<file path="src/rtl/seg7_pkg.sv">
// Shared types and constants for the seven-segment display driver.
// Segment bytes are {dp,g,f,e,d,c,b,a}, active-low.
package seg7_pkg;

  typedef logic [7:0] seg_t;

  localparam seg_t SEG_DIGIT [0:9] = '{
    8'hC0, 8'hF9, 8'hA4, 8'hB0, 8'h99,
    8'h92, 8'h82, 8'hF8, 8'h80, 8'h90
  };
  localparam seg_t SEG_OFF  = 8'hFF;
  localparam seg_t SEG_DASH = 8'hBF;
  localparam int   DP_BIT   = 7;

  typedef enum logic [1:0] {
    IDLE,
    SHIFT,
    LATCH
  } state_e;

  // Non-decimal nibbles show as blank rather than garbage.
  function automatic seg_t seg_decode(input logic [3:0] nibble);
    if (nibble > 4'd9) begin
      return SEG_OFF;
    end
    return SEG_DIGIT[nibble];
  endfunction

  // 10**n, wide enough for n up to 9 plus margin.
  function automatic logic [63:0] pow10(input int n);
    logic [63:0] r;
    r = 64'd1;
    for (int k = 0; k < n; k++) begin
      r = r * 64'd10;
    end
    return r;
  endfunction

endpackage

</file>
<file path="src/rtl/seg7_bcd_conv.sv">
// Sequential binary-to-BCD converter (shift-and-add-3).
//
//   state | meaning
//   ------+--------------------------------------------------
//   IDLE  | ready_o=1, waits for start_i
//   SHIFT | VAL_W cycles of add-3 then shift-left
//   LATCH | one cycle, done_o=1, bcd_o holds the final result
//
// Ports:
//   clk, rst_n  : clock, async active-low reset
//   start_i     : begin a conversion (only honoured in IDLE)
//   value_i     : binary input, captured with start_i
//   ready_o     : converter idle (registered)
//   done_o      : high during LATCH (registered)
//   bcd_o       : BCD result, 4 bits per digit, digit 0 in bits [3:0]
module seg7_bcd_conv
  import seg7_pkg::*;
#(
  parameter int DIGITS = 6,
  parameter int VAL_W  = 20
) (
  input  logic                  clk,
  input  logic                  rst_n,
  input  logic                  start_i,
  input  logic [VAL_W-1:0]      value_i,
  output logic                  ready_o,
  output logic                  done_o,
  output logic [4*DIGITS-1:0]   bcd_o
);

  localparam int BCD_W = 4 * DIGITS;
  localparam int CNT_W = (VAL_W > 1) ? $clog2(VAL_W) : 1;
  localparam logic [CNT_W-1:0] CNT_INIT = CNT_W'(VAL_W - 1);

  state_e             state_q;
  logic [VAL_W-1:0]   bin_q;
  logic [BCD_W-1:0]   bcd_q;
  logic [BCD_W-1:0]   bcd_adj;
  logic [CNT_W-1:0]   cnt_q;
  logic               ready_q;
  logic               done_q;

  always_comb begin
    bcd_adj = bcd_q;
    for (int i = 0; i < DIGITS; i++) begin
      if (bcd_q[4*i +: 4] >= 4'd5) begin
        bcd_adj[4*i +: 4] = bcd_q[4*i +: 4] + 4'd3;
      end
    end
  end

  always_ff @(posedge clk or negedge rst_n) begin
    if (!rst_n) begin
      state_q <= IDLE;
      bin_q   <= '0;
      bcd_q   <= '0;
      cnt_q   <= '0;
      ready_q <= 1'b1;
      done_q  <= 1'b0;
    end else begin
      case (state_q)
        IDLE: begin
          done_q <= 1'b0;
          if (start_i) begin
            bin_q   <= value_i;
            bcd_q   <= '0;
            cnt_q   <= CNT_INIT;
            ready_q <= 1'b0;
            state_q <= SHIFT;
          end
        end
        SHIFT: begin
          // Bits leaving the top nibble are dropped; only an overflowing
          // value produces them and the top level shows dashes then.
          {bcd_q, bin_q} <= {bcd_adj, bin_q} << 1;
          if (cnt_q == '0) begin
            done_q  <= 1'b1;
            state_q <= LATCH;
          end else begin
            cnt_q <= cnt_q - 1'b1;
          end
        end
        LATCH: begin
          done_q  <= 1'b0;
          ready_q <= 1'b1;
          state_q <= IDLE;
        end
        default: begin
          done_q  <= 1'b0;
          ready_q <= 1'b1;
          state_q <= IDLE;
        end
      endcase
    end
  end

  assign ready_o = ready_q;
  assign done_o  = done_q;
  assign bcd_o   = bcd_q;

endmodule

</file>
<file path="src/rtl/seg7_display.sv">
// N-digit seven-segment display driver with load handshake.
// A loaded value is converted to BCD, decoded with decimal points,
// optional leading-zero blanking and overflow dashes, then held and
// driven out through a register that also applies per-digit blinking.
//
// Ports:
//   clk, rst_n  : clock, async active-low reset
//   load        : request to display value (accepted when ready=1)
//   value       : unsigned binary value, sampled on accept
//   dp_mask     : per-digit decimal point, sampled on accept
//   blank_lz    : leading-zero blanking, sampled on accept
//   blink_mask  : digits to blink, live
//   ready       : idle, can accept load
//   seg         : DIGITS x {dp,g,f,e,d,c,b,a}, active-low, digit 0 in [7:0]
module seg7_display
  import seg7_pkg::*;
#(
  parameter int DIGITS    = 6,
  parameter int VAL_W     = 20,
  parameter int BLINK_DIV = 12_500_000
) (
  input  logic                  clk,
  input  logic                  rst_n,
  input  logic                  load,
  input  logic [VAL_W-1:0]      value,
  input  logic [DIGITS-1:0]     dp_mask,
  input  logic                  blank_lz,
  input  logic [DIGITS-1:0]     blink_mask,
  output logic                  ready,
  output logic [DIGITS*8-1:0]   seg
);

  localparam int SEG_W = 8 * DIGITS;
  localparam int BL_W  = (BLINK_DIV > 1) ? $clog2(BLINK_DIV) : 1;
  localparam logic [BL_W-1:0] BL_LAST   = BL_W'(BLINK_DIV - 1);
  localparam logic [63:0]     OVF_LIMIT = pow10(DIGITS);

  logic                 accept;
  logic                 conv_done;
  logic [4*DIGITS-1:0]  bcd;

  logic                 ovf_q;
  logic                 ovf_d;
  logic [DIGITS-1:0]    dp_q;
  logic                 blank_q;

  logic [SEG_W-1:0]     hold_q;
  logic [SEG_W-1:0]     hold_d;
  logic [SEG_W-1:0]     seg_q;
  logic [SEG_W-1:0]     seg_d;

  logic [BL_W-1:0]      blink_cnt_q;
  logic                 phase_q;

  assign accept = load & ready;

  seg7_bcd_conv #(
    .DIGITS (DIGITS),
    .VAL_W  (VAL_W)
  ) u_conv (
    .clk     (clk),
    .rst_n   (rst_n),
    .start_i (accept),
    .value_i (value),
    .ready_o (ready),
    .done_o  (conv_done),
    .bcd_o   (bcd)
  );

  assign ovf_d = ({{(64 - VAL_W){1'b0}}, value} >= OVF_LIMIT);

  always_ff @(posedge clk or negedge rst_n) begin
    if (!rst_n) begin
      ovf_q   <= 1'b0;
      dp_q    <= '0;
      blank_q <= 1'b0;
    end else if (accept) begin
      ovf_q   <= ovf_d;
      dp_q    <= dp_mask;
      blank_q <= blank_lz;
    end
  end

  // Walk from the most significant digit down so all_zero means
  // "this digit and everything above it is zero".
  always_comb begin
    logic all_zero;
    seg_t code;
    hold_d   = '1;
    all_zero = 1'b1;
    for (int i = DIGITS - 1; i >= 0; i--) begin
      all_zero = all_zero & (bcd[4*i +: 4] == 4'd0);
      if (ovf_q) begin
        code = SEG_DASH;
      end else if (blank_q && (i > 0) && all_zero) begin
        code = SEG_OFF;
      end else begin
        code = seg_decode(bcd[4*i +: 4]);
      end
      if (dp_q[i]) begin
        code[DP_BIT] = 1'b0;
      end
      hold_d[8*i +: 8] = code;
    end
  end

  always_ff @(posedge clk or negedge rst_n) begin
    if (!rst_n) begin
      hold_q <= '1;
    end else if (conv_done) begin
      hold_q <= hold_d;
    end
  end

  always_ff @(posedge clk or negedge rst_n) begin
    if (!rst_n) begin
      blink_cnt_q <= '0;
      phase_q     <= 1'b0;
    end else if (blink_cnt_q == BL_LAST) begin
      blink_cnt_q <= '0;
      phase_q     <= ~phase_q;
    end else begin
      blink_cnt_q <= blink_cnt_q + 1'b1;
    end
  end

  always_comb begin
    seg_d = hold_q;
    for (int i = 0; i < DIGITS; i++) begin
      if (phase_q && blink_mask[i]) begin
        seg_d[8*i +: 8] = SEG_OFF;
      end
    end
  end

  always_ff @(posedge clk or negedge rst_n) begin
    if (!rst_n) begin
      seg_q <= '1;
    end else begin
      seg_q <= seg_d;
    end
  end

  assign seg = seg_q;

endmodule

</file>
<file path="config.mk">
export PLATFORM = sky130hd
export DESIGN_NAME = seg7_display
export DESIGN_NICKNAME = d
export VERILOG_FILES = /design/src/rtl/seg7_pkg.sv /design/src/rtl/seg7_bcd_conv.sv /design/src/rtl/seg7_display.sv
export SDC_FILE = /design/constraint.sdc
export NUM_CORES = 1
export LEC_CHECK = 0
export CAP_MARGIN = 0
export CORE_ASPECT_RATIO = 1.4
export CORE_MARGIN = 4
export CORE_UTILIZATION = 57
export DETAILED_ROUTE_END_ITERATION = 7
export GPL_ROUTABILITY_DRIVEN = 0
export PLACE_DENSITY = 0.86
export RECOVER_POWER = 50
export SYNTH_ARGS = -nofsm -noshare
export SYNTH_HDL_FRONTEND = slang
export SYNTH_SLANG_ARGS = --single-unit
</file>
<file path="constraint.sdc">
create_clock -name clk -period 2.05 [get_ports clk]
set_input_delay 0.615 -clock clk [delete_from_list [all_inputs] [get_ports clk]]
set_output_delay 0.615 -clock clk [all_outputs]
set_load 0.01 [all_outputs]
</file>
* Yosys cells after proc, flatten, opt, wreduce, memory -nomap -nowiden
Memory sizes are Yosys's and may differ from the RTL's. Index checks and enable logic that the tools add are counted.
Word-level totals: register bits 182, ROM bits 768, input port bits 36, output and inout port bits 49, memories kept 6
Memories:
- (no name shown) | words 16, width 8, rd ports 1, clocked after memory_dff 0, write ports 0, line seg7_pkg.sv:26 | return SEG_DIGIT[nibble];
- (no name shown) | words 16, width 8, rd ports 1, clocked after memory_dff 0, write ports 0, line seg7_pkg.sv:26
- (no name shown) | words 16, width 8, rd ports 1, clocked after memory_dff 0, write ports 0, line seg7_pkg.sv:26
- (no name shown) | words 16, width 8, rd ports 1, clocked after memory_dff 0, write ports 0, line seg7_pkg.sv:26
- (no name shown) | words 16, width 8, rd ports 1, clocked after memory_dff 0, write ports 0, line seg7_pkg.sv:26
- (no name shown) | words 16, width 8, rd ports 1, clocked after memory_dff 0, write ports 0, line seg7_pkg.sv:26
Cells by class: add/subtract/negate cells 8, magnitude comparators 19, eq/ne operators 5, multiplexer cells 85, bitwise logic cells 13, reduce and logical (&&, ||, !) cells 23
Operator list (number):
- $mux 8 | 41
- $mux 24 | 2
- $pmux 24 s2 | 1
- $pmux 20 s2 | 1
- $ge 5x5->1 const B | 6
- $not 4->5 | 6
- $mux 1 | 26
- $add 24x1->24 const B | 1
- $eq 24x24->1 const B | 1
- $ge 4x3->1 const B | 6
- $gt 4x4->1 const B | 6
- $add 4x2->4 const B | 5
- $ge 20x20->1 const B | 1
- $logic_not 4->1 | 5
- $mux 20 | 1
- $mux 4 | 5
- $logic_and 1x1->1 | 11
- $mux 5 | 2
- $pmux 5 s2 | 1
- $reduce_and 2->1 | 3
- $and 1x1->1 | 5
- $logic_not 5->1 | 1
- $sub 5x1->5 const B | 1
- $mux 2 | 2
- 11 further kinds | 13

* Logic depth before layout (Yosys ltp)
Gate-level depths: netlist of the first run.
depth after elaboration 12, gate-level depth with buffers 7, mapped depth without buffers 6

* Hierarchy
A second synthesis of the first run with hierarchy kept.
Unflattened totals: cells, all modules 846, area total of the unflattened synthesis 8828.5 µm²
Modules (own cells, without submodules):
- seg7_display | instances 1, cells each 542, area each 6012.0 µm², seq. area each 3348.2 µm²
- seg7_bcd_conv | instances 1, cells each 304, area each 2816.5 µm², seq. area each 1327.5 µm²

* Least setup slack after synthesis of the first run
OpenSTA, ideal clock, no wires.
kind reg2reg, from register blink_cnt_q[0], to register blink_cnt_q[10], library setup time 0.122 ns, arrival time 1.758 ns, required time 1.928 ns, setup slack 0.170 ns, cell stages (with the launch flop) 8, buffers on the path 2, period minus slack after synthesis 1.880 ns, cells stage by stage dfrtp_1 ha_1 and4_1 clkbuf_1 nand2_1 nor3_1 buf_2 nor2_1
Between the ends: word-level cells in the longest chain between the ends 2, elaborated cells between the ends (all ways) 3, those cells by class 1 x add/sub; 1 x eq/ne; 1 x mux
RTL lines:
- start, declared | line seg7_display.sv:52 | logic [BL_W-1:0] blink_cnt_q;
- start signal, assigned | line seg7_display.sv:123 | blink_cnt_q <= blink_cnt_q + 1'b1;
- $add 24x1->24 / $eq 24x24->1 (equally long branches) | line seg7_display.sv:123, seg7_display.sv:119
- $mux 24 * | line seg7_display.sv:119 | end else if (blink_cnt_q == BL_LAST) begin
Every way passes the cells marked *; elsewhere a longest branch is shown, timed or not. A chain may end at the register's enable or synchronous reset.

* Worst setup path in the final report of the first run
from register blink_cnt_q[2], to register blink_cnt_q[19]
Same word-level chain as after synthesis.

==> results of run 1 <==
## worst max-delay path by stage
stage | startpoint | end | slack (ns) | cells after the start
finish | blink_cnt_q[2] | blink_cnt_q[19] | 0.1 | 4
global route | u_conv.bcd_o[17] | hold_q[19] | 0.008 | 6
CTS | blink_cnt_q[7] | blink_cnt_q[23] | 0.09 | 4
detailed placement | value[13] | ovf_q | 0.04 | 4
global placement | load | u_conv.bcd_o[3] | 0.06 | 6
floorplan | blink_cnt_q[0] | blink_cnt_q[10] | 0.17 | 7
## cells by family after synthesis
logic type	Yosys count
muxes	36
AOI/OAI and AO/OA	180
xor gates and xnor gates	26
DFF	182
and+or+nand+nor	266
adders and majority gates	32
buffers and inverters	62
## through the flow
stage	instance area, µm²	total power [mW]	std cells
2_1_floorplan	8440	11.0	784
3_3_place_gp	9710	13.2	1053
3_5_place_dp	9710	13.6	1053
4_1_cts	10300	16.6	1085
5_1_grt	10200	17.7	1085
6_report	10200	16.5	1085
## worst reg2reg max path: stages (launching register included)
cell and delay (ns):
dfrtp_1 0.45, nand2_1 0.11, or4_4 0.62, or4_1 0.51, a21oi_1 0.18
## layer usage
| layer | vias up | global-route usage [%] | wire [µm] |
|---|---|---|---|
| li1 | 2921 | - | - |
| met1 | 3077 | 26.2 | 7140 |
| met2 | 191 | 40.8 | 9860 |
| met3 | 37 | 4.34 | 762 |
| met4 | 0 | 7.57 | 372 |
| met5 | - | 0 | 0 |
## final cells by class
| class | count | area [µm²] | area share, % |
|---|---|---|---|
| Clock buffer | 22 | 464 | 4.54 |
| Clock inverter | 10 | 145 | 1.42 |
| Inverter | 25 | 93.8 | 0.919 |
| Multi-Input combinational cell | 540 | 3540 | 34.6 |
| Sequential cell | 182 | 4680 | 45.8 |
| Tap cell | 189 | 236 | 2.31 |
| Timing Repair Buffer | 117 | 1060 | 10.4 |
## report_power, final
group / switching, mW / internal [mW]
clock: 1.34 / 1.99
combinational: 3.48 / 3.09
sequential: 0.871 / 5.75
## synthesized netlist by cell type (all sizes together), types with 3 or more instances
| cell | instances | area [µm²] |
|---|---|---|
| or3 | 4 | 25.0 |
| or4 | 7 | 56.3 |
| o21ai | 56 | 280 |
| dfstp | 97 | 2550 |
| nor4b | 3 | 32.5 |
| nor3b | 7 | 52.6 |
| buf | 4 | 20.0 |
| o21bai | 6 | 45.0 |
| nor3 | 11 | 55.1 |
| nand3 | 12 | 60.1 |
| nand2b | 57 | 357 |
| mux2 | 8 | 90.1 |
| nor2b | 6 | 37.5 |
| xor2 | 10 | 87.6 |
| nor2 | 60 | 228 |
| and4 | 5 | 43.8 |
| nand2 | 71 | 267 |
| xnor2 | 16 | 140 |
| clkbuf | 33 | 124 |
| ha | 32 | 400 |
| o22a | 26 | 228 |
| a22o | 12 | 105 |
| and2 | 5 | 31.3 |
| nand4 | 10 | 68.8 |
| a21oi | 47 | 235 |
| inv | 25 | 93.8 |
| o32a | 3 | 30.0 |
| dfrtp | 85 | 2130 |
| a21o | 3 | 22.5 |
| o31ai | 9 | 67.6 |
| mux2i | 28 | 280 |
| a22oi | 3 | 22.5 |
## state kept, by name (all words and copies together), names as in the netlist
| register | cells |
|---|---|
| hold_q | 48 |
| u_conv.cnt_q | 5 |
| u_conv.state_q | 2 |
| u_conv.ready_o | 1 |
| seg | 48 |
| u_conv.bin_q | 20 |
| u_conv.done_o | 1 |
| phase_q | 1 |
| blink_cnt_q | 24 |
| ovf_q | 1 |
| u_conv.bcd_o | 24 |
| blank_q | 1 |
| dp_q | 6 |
## what timing repair did
action | CTS | global route
cloned | 0 | 0
resized for setup | 49 | 2
endpoints found under the setup margin | 49 | 2
==> metrics, run 1 <==
Setup CP Type=flip-flop to flip-flop; final setup margin=roughly 0.099 ns; post-CTS setup buffer count=0; die area=between 15000 and 20000 µm²; ANT cells=0; Critical Path AT=2.29 ns; max capacitance violation total=0; Pins Over Slew Limit=0; Antenna Nets Post-Route=0; CTS buffer count=17; Worst Skew=0.00971 ns; port bufs=84; Crit path required time=2.39 ns; fill count=roughly 1000; first-pass GRT wire length=around 31000 µm; antenna violations before repair=0; grt total ovfl=0; initial drt markers=around 450; HP Class=input port to asynchronous set/reset pin; clk_lat worst skew=around 0.42 ns; Synth Instances=between 700 and 800; VDD IR max=slightly above 900 µV; combinational family with the most area after synthesis=simple AND/OR/NAND/NOR gates; critical path, cell by cell=nand2_1, or4_4, or4_1, a21oi_1; Hold-fix buffers, CTS=0; simple-gate share of the synthesized area=about 16%; Unique masters post-synth=56; via count=6226; crit path time final=about 2.0 ns; Buf+Inv Stages, Crit Path=0; power per cell area=about 1600 nW/µm²; Synth async-reset ratio=100%; CTS tree=done; IO Pins=85; DR pass1 iterations=6; Synthesized Nets=between 800 and 900; Final HPWL DP=12300 µm; RSZ-0062 raised after global routing=false; Layout area overhead=21.0%; Worst R2R Setup Slack=about 0.099 ns; worst r2r src=blink_cnt_q[2]; mux cell area share after synthesis=around 4.4%; DR DRC count=0; adder-cell area share of the yosys netlist=under 10%; crit start category=flip-flop; worst hold slack=between 0.3 and 0.4 ns; Worst R2R Path Depth=4; dpl ws=between 0.04 and 0.05 ns; clock transition at the registers of the reported paths=0.06 ns; Final Util=70.4%; # rows=52; slew of the pin with the lowest slew margin=roughly 1 ns; Mapped Area=approximately 8400 µm²; CP max stage cell=or4_4; Synth Area in Compound Gates=between 10% and 20%; clock tree sinks=~180; H-tree levels=4; largest net degree at the start of global routing=50; Core ar.=between 10000 and 15000 µm²; Die W=111 µm; Yosys reg bits=roughly 180; maximum root-to-sink buffer count=2; Worst path max stage delay=roughly 0.62 ns; CP delay by family, top=simple AND/OR/NAND/NOR gates; worst-path fanout max=14; Post-synth EDFFs=0; max_slew headroom=around a third; ys flop type=dfstp_2; vias in the first global route=around 6500; Setup violations, final=0; Yosys Warn Count=0; Detailed Route WL=18100 µm; Fin. Hold Viols=0; capturing element type of the critical path=flip-flop; xor/xnor share of the synthesized area=around 2.7%; layout cells sized above 1=between 10% and 20%; status=finished, final reports clean; Peak Freq=between 500 and 600 MHz; Pleak=between 4 and 5 nW; register area share after synthesis=roughly 55%; die height=152 µm; final net count=roughly 950; reg2reg end=blink_cnt_q[19]; DR vias/cell=between 5 and 6; root buffer cell=clkbuf_16; most frequent cells in the layout=97 x dfstp_2, 84 x dfrtp_1, 71 x nand2_1; Final Cycle Share=95.2%; final setup TNS=0 ns; Total GRT Usage=between 20% and 30%; syn_area_per_cell=approximately 11 µm²; WL/cell=~17 µm; commonest non-fill, non-tap cell in the layout=dfstp_2; Initial Util=approximately three fifths
(Power assumes the default switching activity.)
==> run 2, diff against run 1 <==
Settings changed: CTS_BUF_LIST from default to sky130_fd_sc_hd__clkbuf_16.
==> run 2 against run 1 <==
Global-route usage down 0.22 points. Design area down 0.20%. Maximum frequency up 0.12%. Core utilization down 0.14 points. Worst setup slack better by 0.0024 ns. Largest power group unchanged. Critical endpoint is now blink_cnt_q[23]. First-iteration DRC count down 16%. Register-to-register slack about the same. Routed wire length down 0.92%. Final cell count unchanged. Combinational power about the same. Clock-buffer cell count down 5.
==> metrics, run 2 (synthesized netlist as in run 1, its figures left out) <==
Worst R2R Setup Slack=a little over 0.1 ns; reg2reg end=blink_cnt_q[23]; Core ar.=14500 µm²; Fin. Hold Viols=0; Total GRT Usage=around 22%; ANT cells=0; grt total ovfl=0; DP Area=between 9000 and 10000 µm²; DR DRC count=0; maximum root-to-sink buffer count=2; Detailed Route WL=roughly 18000 µm; Antenna Nets Post-Route=0; Pleak=about 4.5 nW; crit start category=flip-flop; Buf+Inv Stages, Crit Path=0; Setup CP Type=flip-flop to flip-flop; post-CTS setup buffer count=0; die area=16800 µm²; worst-path fanout max=14; die height=about 150 µm; first-pass GRT wire length=30700 µm; Peak Freq=about 510 MHz; CP max stage cell=or4_4; power per cell area=1610 nW/µm²; Worst Skew=0.00789 ns; DR pass1 iterations=5; Layout area overhead=20.8%; Pins Over Slew Limit=0; final setup TNS=0 ns; Die W=about 110 µm; crit path time final=approximately 1.9 ns; Worst R2R Path Depth=4; clock tree sinks=about 180; Worst path max stage delay=0.62 ns; VDD IR max=just over 900 µV; Final HPWL DP=~12000 µm; commonest non-fill, non-tap cell in the layout=dfstp_2; Initial Util=around three fifths; RSZ-0062 raised after global routing=false; slew of the pin with the lowest slew margin=a little under 1 ns; worst r2r src=blink_cnt_q[2]; final net count=between 900 and 1000; # rows=52; CTS tree=done; dpl ws=around 0.045 ns; largest net degree at the start of global routing=50; max_slew headroom=34.0%; clock transition at the registers of the reported paths=around 0.07 ns; HP Class=input port to asynchronous set/reset pin; initial drt markers=approximately 370; Crit path required time=2.40 ns; capturing element type of the critical path=flip-flop; IO Pins=85; vias in the first global route=~6400; most frequent cells in the layout=97 x dfstp_2, 84 x dfrtp_1, 71 x nand2_1; CTS buffer count=17; Final Cycle Share=between 90% and 100%; DR vias/cell=5.71; final setup margin=just over 0.1 ns; status=finished, final reports clean; max capacitance violation total=0; port bufs=84; antenna violations before repair=0; Setup violations, final=0; CP delay by family, top=simple AND/OR/NAND/NOR gates; WL/cell=16.6 µm; via count=6197; critical path, cell by cell=nand2_1, or4_4, or4_1, a21oi_1; clk_lat worst skew=between 0.4 and 0.5 ns; root buffer cell=clkbuf_16; final instance area=~10000 µm²; H-tree levels=4; layout cells sized above 1=about a fifth; Critical Path AT=~2.3 ns
-- run 2: metrics by stage --
stage                     instances  total power [mW]  utilization (%)  hold slack (ns)
after floorplan                 784              11.0                -            0.319
after global placement         1053              13.2             66.9            0.383
after detailed placement       1053              13.6             66.9            0.400
after CTS                      1085              16.5             70.5            0.114
after global routing           1085              17.6             70.3            0.418
final                          1085              16.4             70.3            0.364
-- run 2: final cells by class --
| type | instances | area (µm²) |
|---|---|---|
| Timing Repair Buffer | 117 | 1060 |
| Clock buffer | 17 | 425 |
| Clock inverter | 15 | 164 |
| Fill cell | 1037 | 4310 |
| Multi-Input combinational cell | 540 | 3540 |
| Inverter | 25 | 93.8 |
| Sequential cell | 182 | 4680 |
| Tap cell | 189 | 236 |
-- run 2: per-layer routing --
metal | vias to the layer above | GRT usage [%] | part of all wire, %
met3 | 38 | 4.30 | 4.1
met1 | 3049 | 25.9 | 40
met2 | 183 | 40.1 | 54
met5 | - | 0 | 0
li1 | 2927 | - | -
met4 | 0 | 8.16 | 2.3
-- run 2: worst max-delay path by stage --
| stage | start | slack, ns | to | cells past startpoint |
|---|---|---|---|---|
| 2_1_floorplan | blink_cnt_q[0] | 0.17 | blink_cnt_q[10] | 7 |
| 3_3_place_gp | load | 0.06 | u_conv.bcd_o[3] | 6 |
| 3_5_place_dp | value[13] | 0.04 | ovf_q | 4 |
| 4_1_cts | blink_cnt_q[7] | 0.09 | blink_cnt_q[23] | 4 |
| 5_1_grt | blink_cnt_q[8] | 0.01 | blink_cnt_q[23] | 4 |
| 6_report | blink_cnt_q[2] | 0.10 | blink_cnt_q[23] | 4 |
-- run 2: power breakdown --
part           internal (mW)  switching, mW
clock                   1.90           1.35
combinational           3.09           3.46
sequential              5.75          0.869
total                   10.7           5.68
-- run 2: repair_timing --
| item | in CTS | in global routing |
|---|---|---|
| hold buffers | 0 | 0 |
| pin swaps | 0 | 0 |
| endpoints found under the setup margin | 49 | 2 |
| resized for setup | 49 | 2 |
-- run 2: worst register-to-register path, stage by stage, from the launching register on --
cell     delay (ns)
dfrtp_1        0.45
nand2_1        0.11
or4_4          0.62
or4_1          0.53
a21oi_1        0.16
==> run 3, diff against run 2 <==
Settings changed: PLACE_DENSITY 0.86 to 0.8.
==> run 3 against run 2 <==
Die area is the same. Maximum frequency fell by 2.0%. Global-route usage is 0.49 points lower. The run now ends with max-capacitance violations, max-slew violations left. Via count decreased by 1.9%. Combinational power shrank 2%. Critical path depth did not move. Register-to-register slack worse by 0.04 ns. Critical endpoint unchanged.
==> metrics, run 3 (synthesized netlist as in run 1, its figures left out) <==
DP Area=9650 µm²; Worst path max stage delay=approximately 0.60 ns; most frequent cells in the layout=97 x dfstp_2, 85 x dfrtp_1, 71 x nand2_1; crit start category=flip-flop; Pins Over Slew Limit=61; violated checks=max-capacitance violations, max-slew violations; Final HPWL DP=between 10000 and 15000 µm; HP Class=flip-flop to flip-flop; Pwr Total=16.4 mW; IO Pins=85; Die W=111 µm; final net count=945; post-CTS setup buffer count=0; final non-filler cell total=1079; crit path time final=a little under 2 ns; clock transition at the registers of the reported paths=~0.070 ns; capturing element type of the critical path=flip-flop; largest net degree at the start of global routing=between 80 and 90; Final Util=69.9%; worst hold slack=0.418 ns; DR pass1 iterations=5; DR DRC count=0; layout cells sized above 1=between 10% and 20%; die height=about 150 µm; # rows=52; root buffer cell=clkbuf_16; Final Cycle Share=97.0%; Setup violations, final=0; max_slew headroom=-0.443%; RSZ-0062 raised after global routing=false; Hold-fix buffers, CTS=0; grt total ovfl=0; final instance area=a little over 10000 µm²; final setup margin=around 0.063 ns; critical path, cell by cell=nand4_2, or4_4, or4_1, a21oi_1; final setup TNS=0 ns; Total GRT Usage=around 22%; Layout area overhead=20.2%; H-tree levels=4; via count=around 6100; Detailed Route WL=17500 µm; Worst Skew=between 0.007 and 0.008 ns; dpl ws=between 0.006 and 0.007 ns; CTS tree=done; DR vias/cell=5.63; vias in the first global route=about 6300; max capacitance violation total=1; CP max stage cell=or4_4; Critical Path AT=between 2 and 2.5 ns; Setup CP Type=flip-flop to flip-flop; Crit path required time=roughly 2.4 ns; worst-path fanout max=14; status=finished, violations left; first-pass GRT wire length=~30000 µm; initial drt markers=348; VDD IR max=906 µV; antenna violations before repair=0; placed cell count=roughly 1000; Buf+Inv Stages, Crit Path=0; Core ar.=roughly 15000 µm²; CTS buffer count=17; clock tree sinks=roughly 180; slew of the pin with the lowest slew margin=1.51 ns; ANT cells=0; WL/cell=about 16 µm; clk_lat worst skew=around 0.43 ns; maximum root-to-sink buffer count=2; CP delay by family, top=simple AND/OR/NAND/NOR gates; commonest non-fill, non-tap cell in the layout=dfstp_2; Pleak=between 4 and 5 nW; Initial Util=approximately three fifths; die area=around 17000 µm²; port bufs=between 80 and 90; power per cell area=between 1500 and 2000 nW/µm²; Antenna Nets Post-Route=0; Peak Freq=~500 MHz; Fin. Hold Viols=0
==> run 3: layout make-up <==
type / instances / area [µm²]
flip-flops and latches: 182 / 4680
fillers: 1025 / 4360
repair buffers: 111 / 1000
clock inverters: 15 / 164
clock buffers: 17 / 425
multi-input cells: 540 / 3550
inverters: 25 / 93.8
well taps: 189 / 236
==> run 3: per-layer routing <==
metal / part of all wire [%] / vias up / global-route usage [%]
met5: 0 / - / 0
met3: 3.8 / 27 / 4.93
met2: 53 / 126 / 38.2
met1: 41 / 3003 / 25.9
li1: - / 2923 / -
met4: 1.7 / 0 / 7.75
==> run 3: final timing paths <==
check,startpoint,end,slack (ns),depth (start not counted)
worst max-delay path,blink_cnt_q[6],blink_cnt_q[23],0.06,4
worst min-delay path,dp_q[2],hold_q[23],0.42,1
worst max register to register,blink_cnt_q[6],blink_cnt_q[23],0.06,4
worst min register to register,dp_q[2],hold_q[23],0.42,1
max in group asynchronous,rst_n,u_conv.bcd_o[3],0.42,2
min in group asynchronous,rst_n,dp_q[5],0.53,2
==> run 3: where the power goes <==
part	switching (mW)	internal [mW]
sequential	0.924	5.75
clock	1.37	1.90
combinational	3.37	3.04
==> run 3: what timing repair did <==
item | 4_1_cts | 5_1_grt
endpoints found under the setup margin | 49 | 8
gates cloned | 0 | 0
pin swaps | 0 | 1
gates resized for setup | 49 | 2
